## src/rtl/div_seq_ctrl.sv

```systemverilog
// div_seq_ctrl: sequential restoring divider controller (IDLE -> CALC -> DONE).
// One quotient bit is resolved per CALC cycle, so an operation takes N
// iterations. Every output is driven from a register.
// Optional build macro DIV_ZERO_FAST_EN: a zero divisor skips the iterations
// and goes straight to DONE with quotient = all ones and remainder = dividend.
module div_seq_ctrl #(
   parameter int N = 16
) (
   input  logic         clk,
   input  logic         rst,
   input  logic         req_valid,
   output logic         req_ready,
   input  logic [N-1:0] dividend,
   input  logic [N-1:0] divisor,
   output logic         resp_valid,
   input  logic         resp_ready,
   output logic [N-1:0] quotient,
   output logic [N-1:0] remainder,
   output logic         div_by_zero,
   output logic         busy
);

   localparam int CW = $clog2(N + 1);

   typedef enum logic [1:0] {
      IDLE = 2'd0,
      CALC = 2'd1,
      DONE = 2'd2
   } state_t;

   state_t         state_r, state_s;
   // The partial remainder is always below D after a step, so N bits hold it;
   // the extra carry bit of the N+1-bit working remainder exists only in trial_s.
   logic [N-1:0]   rem_r, rem_s;
   logic [N-1:0]   q_r, q_s;
   logic [N-1:0]   d_r, d_s;
   logic [CW-1:0]  cnt_r, cnt_s;
   logic [N-1:0]   quot_s, remo_s;
   logic           dbz_s;
   logic           req_ready_s, resp_valid_s, busy_s;
   logic [N:0]     trial_s;
   logic [N-1:0]   diff_s;
   logic           take_s;

   // Trial subtraction for the current iteration: shift in next dividend bit and compare with D.
   always_comb begin
      trial_s = {rem_r, q_r[N-1]};
      take_s  = (trial_s >= {1'b0, d_r});
      // When take_s is set the true difference fits in N bits, so the low bits are exact.
      diff_s  = trial_s[N-1:0] - d_r;
   end

   // Next-state, datapath and next-output logic.
   always_comb begin
      state_s = state_r;
      rem_s   = rem_r;
      q_s     = q_r;
      d_s     = d_r;
      cnt_s   = cnt_r;
      quot_s  = quotient;
      remo_s  = remainder;
      dbz_s   = div_by_zero;
      case (state_r)
         IDLE: begin
            if (req_valid && req_ready) begin
               q_s   = dividend;
               d_s   = divisor;
               rem_s = {N{1'b0}};
               cnt_s = {CW{1'b0}};
               dbz_s = (divisor == {N{1'b0}});
`ifdef DIV_ZERO_FAST_EN
               if (divisor == {N{1'b0}}) begin
                  q_s     = {N{1'b1}};
                  rem_s   = dividend;
                  quot_s  = {N{1'b1}};
                  remo_s  = dividend;
                  state_s = DONE;
               end else begin
                  state_s = CALC;
               end
`else
               state_s = CALC;
`endif
            end else begin
               state_s = IDLE;
            end
         end
         CALC: begin
            if (take_s) begin
               rem_s = diff_s;
               q_s   = {q_r[N-2:0], 1'b1};
            end else begin
               rem_s = trial_s[N-1:0];
               q_s   = {q_r[N-2:0], 1'b0};
            end
            if (cnt_r == CW'(N - 1)) begin
               state_s = DONE;
               quot_s  = q_s;
               remo_s  = rem_s;
            end else begin
               cnt_s   = cnt_r + {{(CW-1){1'b0}}, 1'b1};
               state_s = CALC;
            end
         end
         DONE: begin
            if (resp_ready) begin
               state_s = IDLE;
            end else begin
               state_s = DONE;
            end
         end
         default: begin
            state_s = IDLE;
         end
      endcase
      req_ready_s  = (state_s == IDLE);
      resp_valid_s = (state_s == DONE);
      busy_s       = (state_s != IDLE);
   end

   // State, datapath and output registers with synchronous reset.
   always_ff @(posedge clk) begin
      if (rst) begin
         state_r     <= IDLE;
         rem_r       <= {N{1'b0}};
         q_r         <= {N{1'b0}};
         d_r         <= {N{1'b0}};
         cnt_r       <= {CW{1'b0}};
         req_ready   <= 1'b1;
         resp_valid  <= 1'b0;
         busy        <= 1'b0;
         quotient    <= {N{1'b0}};
         remainder   <= {N{1'b0}};
         div_by_zero <= 1'b0;
      end else begin
         state_r     <= state_s;
         rem_r       <= rem_s;
         q_r         <= q_s;
         d_r         <= d_s;
         cnt_r       <= cnt_s;
         req_ready   <= req_ready_s;
         resp_valid  <= resp_valid_s;
         busy        <= busy_s;
         quotient    <= quot_s;
         remainder   <= remo_s;
         div_by_zero <= dbz_s;
      end
   end

endmodule

```

## config.mk

```make
export PLATFORM = sky130hd
export DESIGN_NAME = div_seq_ctrl
export DESIGN_NICKNAME = d
export VERILOG_FILES = /design/src/rtl/div_seq_ctrl.sv
export SDC_FILE = /design/constraint.sdc
export NUM_CORES = 1
export LEC_CHECK = 0
export ABC_AREA = 0
export CORE_UTILIZATION = 45
export CTS_BUF_LIST = sky130_fd_sc_hd__clkbuf_8
export DETAILED_ROUTE_END_ITERATION = 12
export GPL_TIMING_DRIVEN = 1
export PLACE_DENSITY = 0.78
export REMOVE_ABC_BUFFERS = 1
export SLEW_MARGIN = 20
export SYNTH_ARGS = -nofsm -noshare
export SYNTH_HDL_FRONTEND = slang
export SYNTH_SLANG_ARGS = --single-unit
```

## constraint.sdc

```tcl
create_clock -name clk -period 2.9 [get_ports clk]
set_input_delay 0.435 -clock clk [delete_from_list [all_inputs] [get_ports clk]]
set_output_delay 0.435 -clock clk [all_outputs]
set_load 0.01 [all_outputs]
```

==> flow_metrics.env, run 1 <==
export IMPL_outcome="finished, final reports clean"
export IMPL_worst_ir_drop_vdd_mv=0.7451
export IMPL_drt_iter0_markers=353
export IMPL_cts_repair_resized=0
export IMPL_grt_pass1_vias=4293
export IMPL_post_dp_hpwl_um=9252
export IMPL_synth_area_per_cell_um2=7.634
export IMPL_slew_viol_final=0
export IMPL_root_buffer="clkbuf_8"
export IMPL_synth_distinct_cells=53
export IMPL_route_detailed_vias_per_inst=5.824
export IMPL_finClkSkew_ns=0.01207
export IMPL_numCtsBuffers=9
export IMPL_rsz0062_at_grt="false"
export IMPL_drc=0
export IMPL_hp_class="flop to flop"
export IMPL_placed_area_um2=5585
export IMPL_drive_above_1_share=0.05882
export IMPL_report_power_total_mw=6.826
export IMPL_grt_antenna_before_repair=0
export IMPL_die_area_um2=10970
export IMPL_gp_congestion=0.9278
export IMPL_start_util=0.4620
export IMPL_synth_seq_area_share=0.3837
export IMPL_wirelength_um=13060
export IMPL_grtUsageMet1=0.3458
export IMPL_pre_cts_ws_ns=0.3355
export IMPL_cts_htree_levels=3
export IMPL_cts_num_sinks=91
export IMPL_path_class="flop to flop"
export IMPL_dr_total_vias=4752
export IMPL_max_slew_margin=0.2911
export IMPL_die_h_um=104.7
export IMPL_grt_usage=0.2406
export IMPL_fin_area_um2=5782
export IMPL_yosys_register_bits=91
export IMPL_finalCriticalPeriod_ns=2.715
export IMPL_cp_start_kind="flop"
export IMPL_port_buffers=71
export IMPL_worst_slew_pin_slew_ns=1.059
export IMPL_grt_max_degree=55
export IMPL_grt_busiest_layer="met2"
export IMPL_post_route_period_util=0.9364
export IMPL_worstPathMaxFanout=13
export IMPL_clk_insertion_delay_late_ns=0.38
export IMPL_syn2layout_area_growth_pct=21.77
export IMPL_tritoncts="yes"
export IMPL_yosys_warnings=0
export IMPL_grt_pass1_wl_um=21260
export IMPL_maxCapViolations=0
export IMPL_ios=72
export IMPL_ys_async_sr_fraction=0
export IMPL_drt_first_pass_iters=9
export IMPL_timing_setup_tns_ns=0
export IMPL_avgRoutedWirePerCell_um=16.00
export IMPL_antenna_cells_inserted=0
export IMPL_synth_area_um2=4748
export IMPL_whs_ns=0.4617
export IMPL_synth_edf_count=0
export IMPL_setup_violations=0
export IMPL_die_w_um=104.7
export IMPL_fin_nets=730
export IMPL_postRouteAntennaNets=0
export IMPL_postCtsSetupBuffers=0
export IMPL_clk_path_buf_depth=2
export IMPL_synth_area_leaders="dfxtp_1 (38%), nand2_1 (9.6%), a21oi_1 (5.9%), ha_1 (4.7%), nor2_1 (3.6%)"
export IMPL_power_density_nw_per_um2=1181
export IMPL_fin_util=0.5626
export IMPL_instances_no_fill=816
export IMPL_num_rows=37
export IMPL_layout_setup_ws_ns=0.1846
export IMPL_crit_required_ns=3.19
export IMPL_core_um2=10280
export IMPL_dp_cells=800
export IMPL_hold_buffers=0
export IMPL_yosysTopAreaCell="dfxtp_1"
export IMPL_met2_usage=0.3742
export IMPL_met3_usage=0.02932
export IMPL_clk_pin_slew_worst_paths_ns=0.10
export IMPL_p_leak_nw=2.108
export IMPL_worst_setup_path_end_kind="flop"
export IMPL_synthCells=622
export IMPL_overflow=0
export IMPL_yosys_area_top_type_share=0.3837
export IMPL_finalHoldViolCount=0
export IMPL_max_freq_ghz=0.3683
export IMPL_synth_main_ff_cell="dfxtp_1"
export IMPL_cp_data_arrival_time_ns=3.00
-- layout make-up --
class	instances	area [um2]
sequential	91	1822
fill	952	4496
inverter	22	82.58
tap	136	170.2
multi-input combinational	464	2673
clock buffer	10	137.6
timing repair buffer	87	838.3
clock inverter	6	58.81
-- cell families (layout without fill, tap and decap cells) --
logic type	after synthesis	in the layout	share of synthesized area
compound gates	178	178	0.2443
simple gates	254	254	0.2406
buf+inv	67	125	0.05534
xor+xnor	11	11	0.02029
flops	91	91	0.3837
mux	2	2	0.004216
fa+ha+maj	19	19	0.05165
-- layer usage --
layer	vias to the layer above	routed length (um)
li1	2328	-
met1	2226	6204
met2	182	5890
met3	16	802
met4	0	163
met5	-	0
-- flip-flops by register name, summed over array words and instances, names as in the netlist --
name         flops
d_r             16
q_r             16
quotient        16
rem_r           16
remainder       16
cnt_r            5
state_r          2
busy             1
div_by_zero      1
req_ready        1
resp_valid       1
-- cells in the final DEF, fill, tap and decap left out, drive strengths merged, types with 18 or more instances in the layout --
master / Yosys / final
ha: 18 / 18
a311oi: 18 / 18
o21ai: 33 / 33
nand3: 22 / 22
clkdlybuf4s50: 0 / 70
nor2: 46 / 46
inv: 22 / 24
a21oi: 56 / 56
nand2: 122 / 122
dfxtp: 91 / 91
-- synthesized netlist by cell type, types with 3 or more instances --
cell      count
o21ai_1       5
nor4_1        7
ha_1         18
xnor2_1       8
nand3b_1      7
a311oi_1     18
a21oi_1      56
nor2_1       46
buf_2         8
nand2_1     122
o31ai_1       9
a211oi_1      7
o21ai_0      28
o211ai_1     14
and2_1        5
clkbuf_1     31
a31oi_1      12
nor2b_1       3
nor3_1       16
nor3b_1       3
dfxtp_1      91
buf_1         5
or3_1         5
nand2b_1      4
xor2_1        3
nand4_1       9
nand3_1      22
a21o_1        3
o21bai_1      7
inv_1        22
-- power by group --
group          switching (mW)  internal (mW)  total [mW]
clock network           0.512          0.351       0.864
logic                    2.81           1.58        4.39
registers               0.170           1.40        1.57
-- critical path, stage by stage, from the launching register on --
cell and delay (ns):
dfxtp_1 0.36, ha_1 0.38, a21o_1 0.23, a211oi_1 0.37
o31a_1 0.61, nand2_1 0.35, a31oi_1 0.30
-- final timing paths --
| check | end | start | slack, ns | cells past startpoint |
|---|---|---|---|---|
| max reg2reg | remainder[15] | rem_r[13] | 0.18 | 6 |
| min reg2reg | quotient[3] | quotient[3] | 0.46 | 2 |
| min | quotient[3] | quotient[3] | 0.46 | 2 |
| max | remainder[15] | rem_r[13] | 0.18 | 6 |
Power figures use the tool's default switching activity.
==> inputs of run 2 (changes only) <==
Settings changed: SLEW_MARGIN 20 to unset.
==> results of run 2 <==
Same layout as run 1: the final DEF is identical, and so are final timing and power.
==> inputs of run 3 (changes only) <==
--- a/config.mk
+++ b/config.mk
@@ -13,4 +13,5 @@
 export PLACE_DENSITY = 0.78
 export REMOVE_ABC_BUFFERS = 1
+export SKIP_CTS_REPAIR_TIMING = 1
 export SYNTH_ARGS = -nofsm -noshare
 export SYNTH_HDL_FRONTEND = slang
==> constraint.sdc (replaced) <==
create_clock -name clk -period 2.9 [get_ports clk]
set_input_delay 0.58 -clock clk [delete_from_list [all_inputs] [get_ports clk]]
set_output_delay 0.58 -clock clk [all_outputs]
set_load 0.01 [all_outputs]
==> flow_metrics.env, run 3 (synthesized netlist as in run 1, its figures left out) <==
export IMPL_clk_insertion_delay_late_ns=0.38
export IMPL_drc=2
export IMPL_instances_no_fill=818
export IMPL_grt_pass1_vias=4345
export IMPL_syn2layout_area_growth_pct=22.50
export IMPL_port_buffers=71
export IMPL_startpoint="rem_r[13]"
export IMPL_violations="DRC"
export IMPL_mostFrequentLayoutCells="nand2_1 (122), dfxtp_1 (91), clkdlybuf4s50_1 (70), a21oi_1 (56), nor2_1 (46)"
export IMPL_slew_viol_final=0
export IMPL_final_common_cell="nand2_1"
export IMPL_avgRoutedWirePerCell_um=15.57
export IMPL_tritoncts="yes"
export IMPL_whs_endpoint="quotient[14]"
export IMPL_r2r_end="remainder[4]"
export IMPL_cp_data_arrival_time_ns=2.96
export IMPL_multiInputGateArea_um2=2673
export IMPL_max_freq_ghz=0.3736
export IMPL_finClkSkew_ns=0.01477
export IMPL_drt_first_pass_iters=9
export IMPL_cts_num_sinks=91
export IMPL_path_class="flop to flop"
export IMPL_worst_setup_path_end_kind="flop"
export IMPL_root_buffer="clkbuf_8"
export IMPL_hold_start="quotient[14]"
export IMPL_dp_cells=802
export IMPL_numCtsBuffers=9
export IMPL_wirelength_um=12740
export IMPL_post_dp_hpwl_um=9172
export IMPL_die_w_um=104.7
export IMPL_switching_share=0.5071
export IMPL_core_um2=10280
export IMPL_power_frac_clock=0.148
export IMPL_num_rows=37
export IMPL_drt_iter0_markers=372
export IMPL_setup_violations=0
export IMPL_max_slew_margin=0.3330
export IMPL_worst_slew_pin_slew_ns=0.9928
export IMPL_timing_setup_tns_ns=0
export IMPL_route_detailed_vias_per_inst=5.721
export IMPL_overflow=0
export IMPL_start_util=0.4620
export IMPL_power_switching_mw=3.467
export IMPL_finalHoldViolCount=0
export IMPL_cts_htree_levels=3
export IMPL_p_leak_nw=2.133
export IMPL_antenna_cells_inserted=0
export IMPL_holdPathStages=2
export IMPL_ios=72
export IMPL_layout_area_seq_um2=1822
export IMPL_clk_path_buf_depth=2
export IMPL_worst_ir_drop_vdd_mv=0.9216
export IMPL_clk_pin_slew_worst_paths_ns=0.10
export IMPL_drive_above_1_share=0.06158
export IMPL_p_seq_frac=0.230
export IMPL_crit_required_ns=3.18
export IMPL_p_int_mw=3.370
export IMPL_die_h_um=104.7
export IMPL_fin_nets=732
export IMPL_layout_setup_ws_ns=0.2235
export IMPL_reg2reg_depth=7
export IMPL_rsz0062_at_grt="false"
export IMPL_power_frac_comb=0.622
export IMPL_cp_start_kind="flop"
export IMPL_nFillCells=977
export IMPL_gp_congestion=0.9307
export IMPL_power_density_nw_per_um2=1175
export IMPL_die_area_um2=10970
export IMPL_pre_cts_ws_ns=0.2872
export IMPL_r2r_slack_ns=0.22
export IMPL_grt_usage=0.2363
export IMPL_grt_antenna_before_repair=0
export IMPL_grt_max_degree=56
export IMPL_hp_class="flop to flop"
export IMPL_dr_total_vias=4680
export IMPL_postRouteAntennaNets=0
export IMPL_fin_util=0.5660
export IMPL_grt_pass1_wl_um=20930
export IMPL_crit_reg2reg_launch="rem_r[13]"
export IMPL_outcome="complete, but fails checks"
export IMPL_worstPathMaxFanout=12
export IMPL_post_route_period_util=0.9229
export IMPL_maxCapViolations=0
export IMPL_finalCriticalPeriod_ns=2.676
==> run 3: power by group through the flow <==
| stage | sequential [mW] | combinational, mW | clock (mW) |
|---|---|---|---|
| finish | 1.57 | 4.25 | 1.01 |
| global route | 1.60 | 4.64 | 1.07 |
| detailed placement | 1.59 | 4.14 | 0 |
| floorplan | 1.53 | 2.89 | 0 |
| global placement | 1.59 | 4.09 | 0 |
| CTS | 1.56 | 4.15 | 1.02 |
==> run 3: worst max-delay path, stage by stage (launching register included) <==
cell and delay, ns:
dfxtp_1 0.37, ha_1 0.39, a21o_1 0.24, a211oi_1 0.42, o31a_1 0.55, buf_4 0.28
a21oi_1 0.08, nor4_1 0.25
==> run 3: final cells by class <==
cell class,count,area share
inverter,22,0.01420
clock buffer,9,0.02129
tap,136,0.02925
multi-input combinational,464,0.4595
sequential,91,0.3132
clock inverter,7,0.01807
timing repair buffer,89,0.1445
==> run 3: how the worst max path moves through the flow <==
| stage | to | slack (ns) |
|---|---|---|
| after floorplan | rem_r[15] | -0.84 |
| after global placement | rem_r[0] | 0.28 |
| after detailed placement | rem_r[0] | 0.29 |
| after CTS | remainder[4] | 0.25 |
| after global routing | remainder[8] | 0.03 |
| final | remainder[4] | 0.22 |
==> run 3: stage by stage <==
step | hold slack (ns) | cell area (um2) | total power, mW
3_3_place_gp | 0.4447 | 5588 | 5.682
4_1_cts | 0.4616 | 5817 | 6.739
2_1_floorplan | 0.4303 | 4568 | 4.419
5_1_grt | 0.4751 | 5817 | 7.307
3_5_place_dp | 0.4480 | 5588 | 5.728
6_report | 0.4585 | 5817 | 6.837
==> run 3: per-layer routing <==
metal	GRT usage	wire length, um
met1	0.3344	6088
met5	0	0
met3	0.04055	819
met4	0.08451	219
met2	0.3600	5608
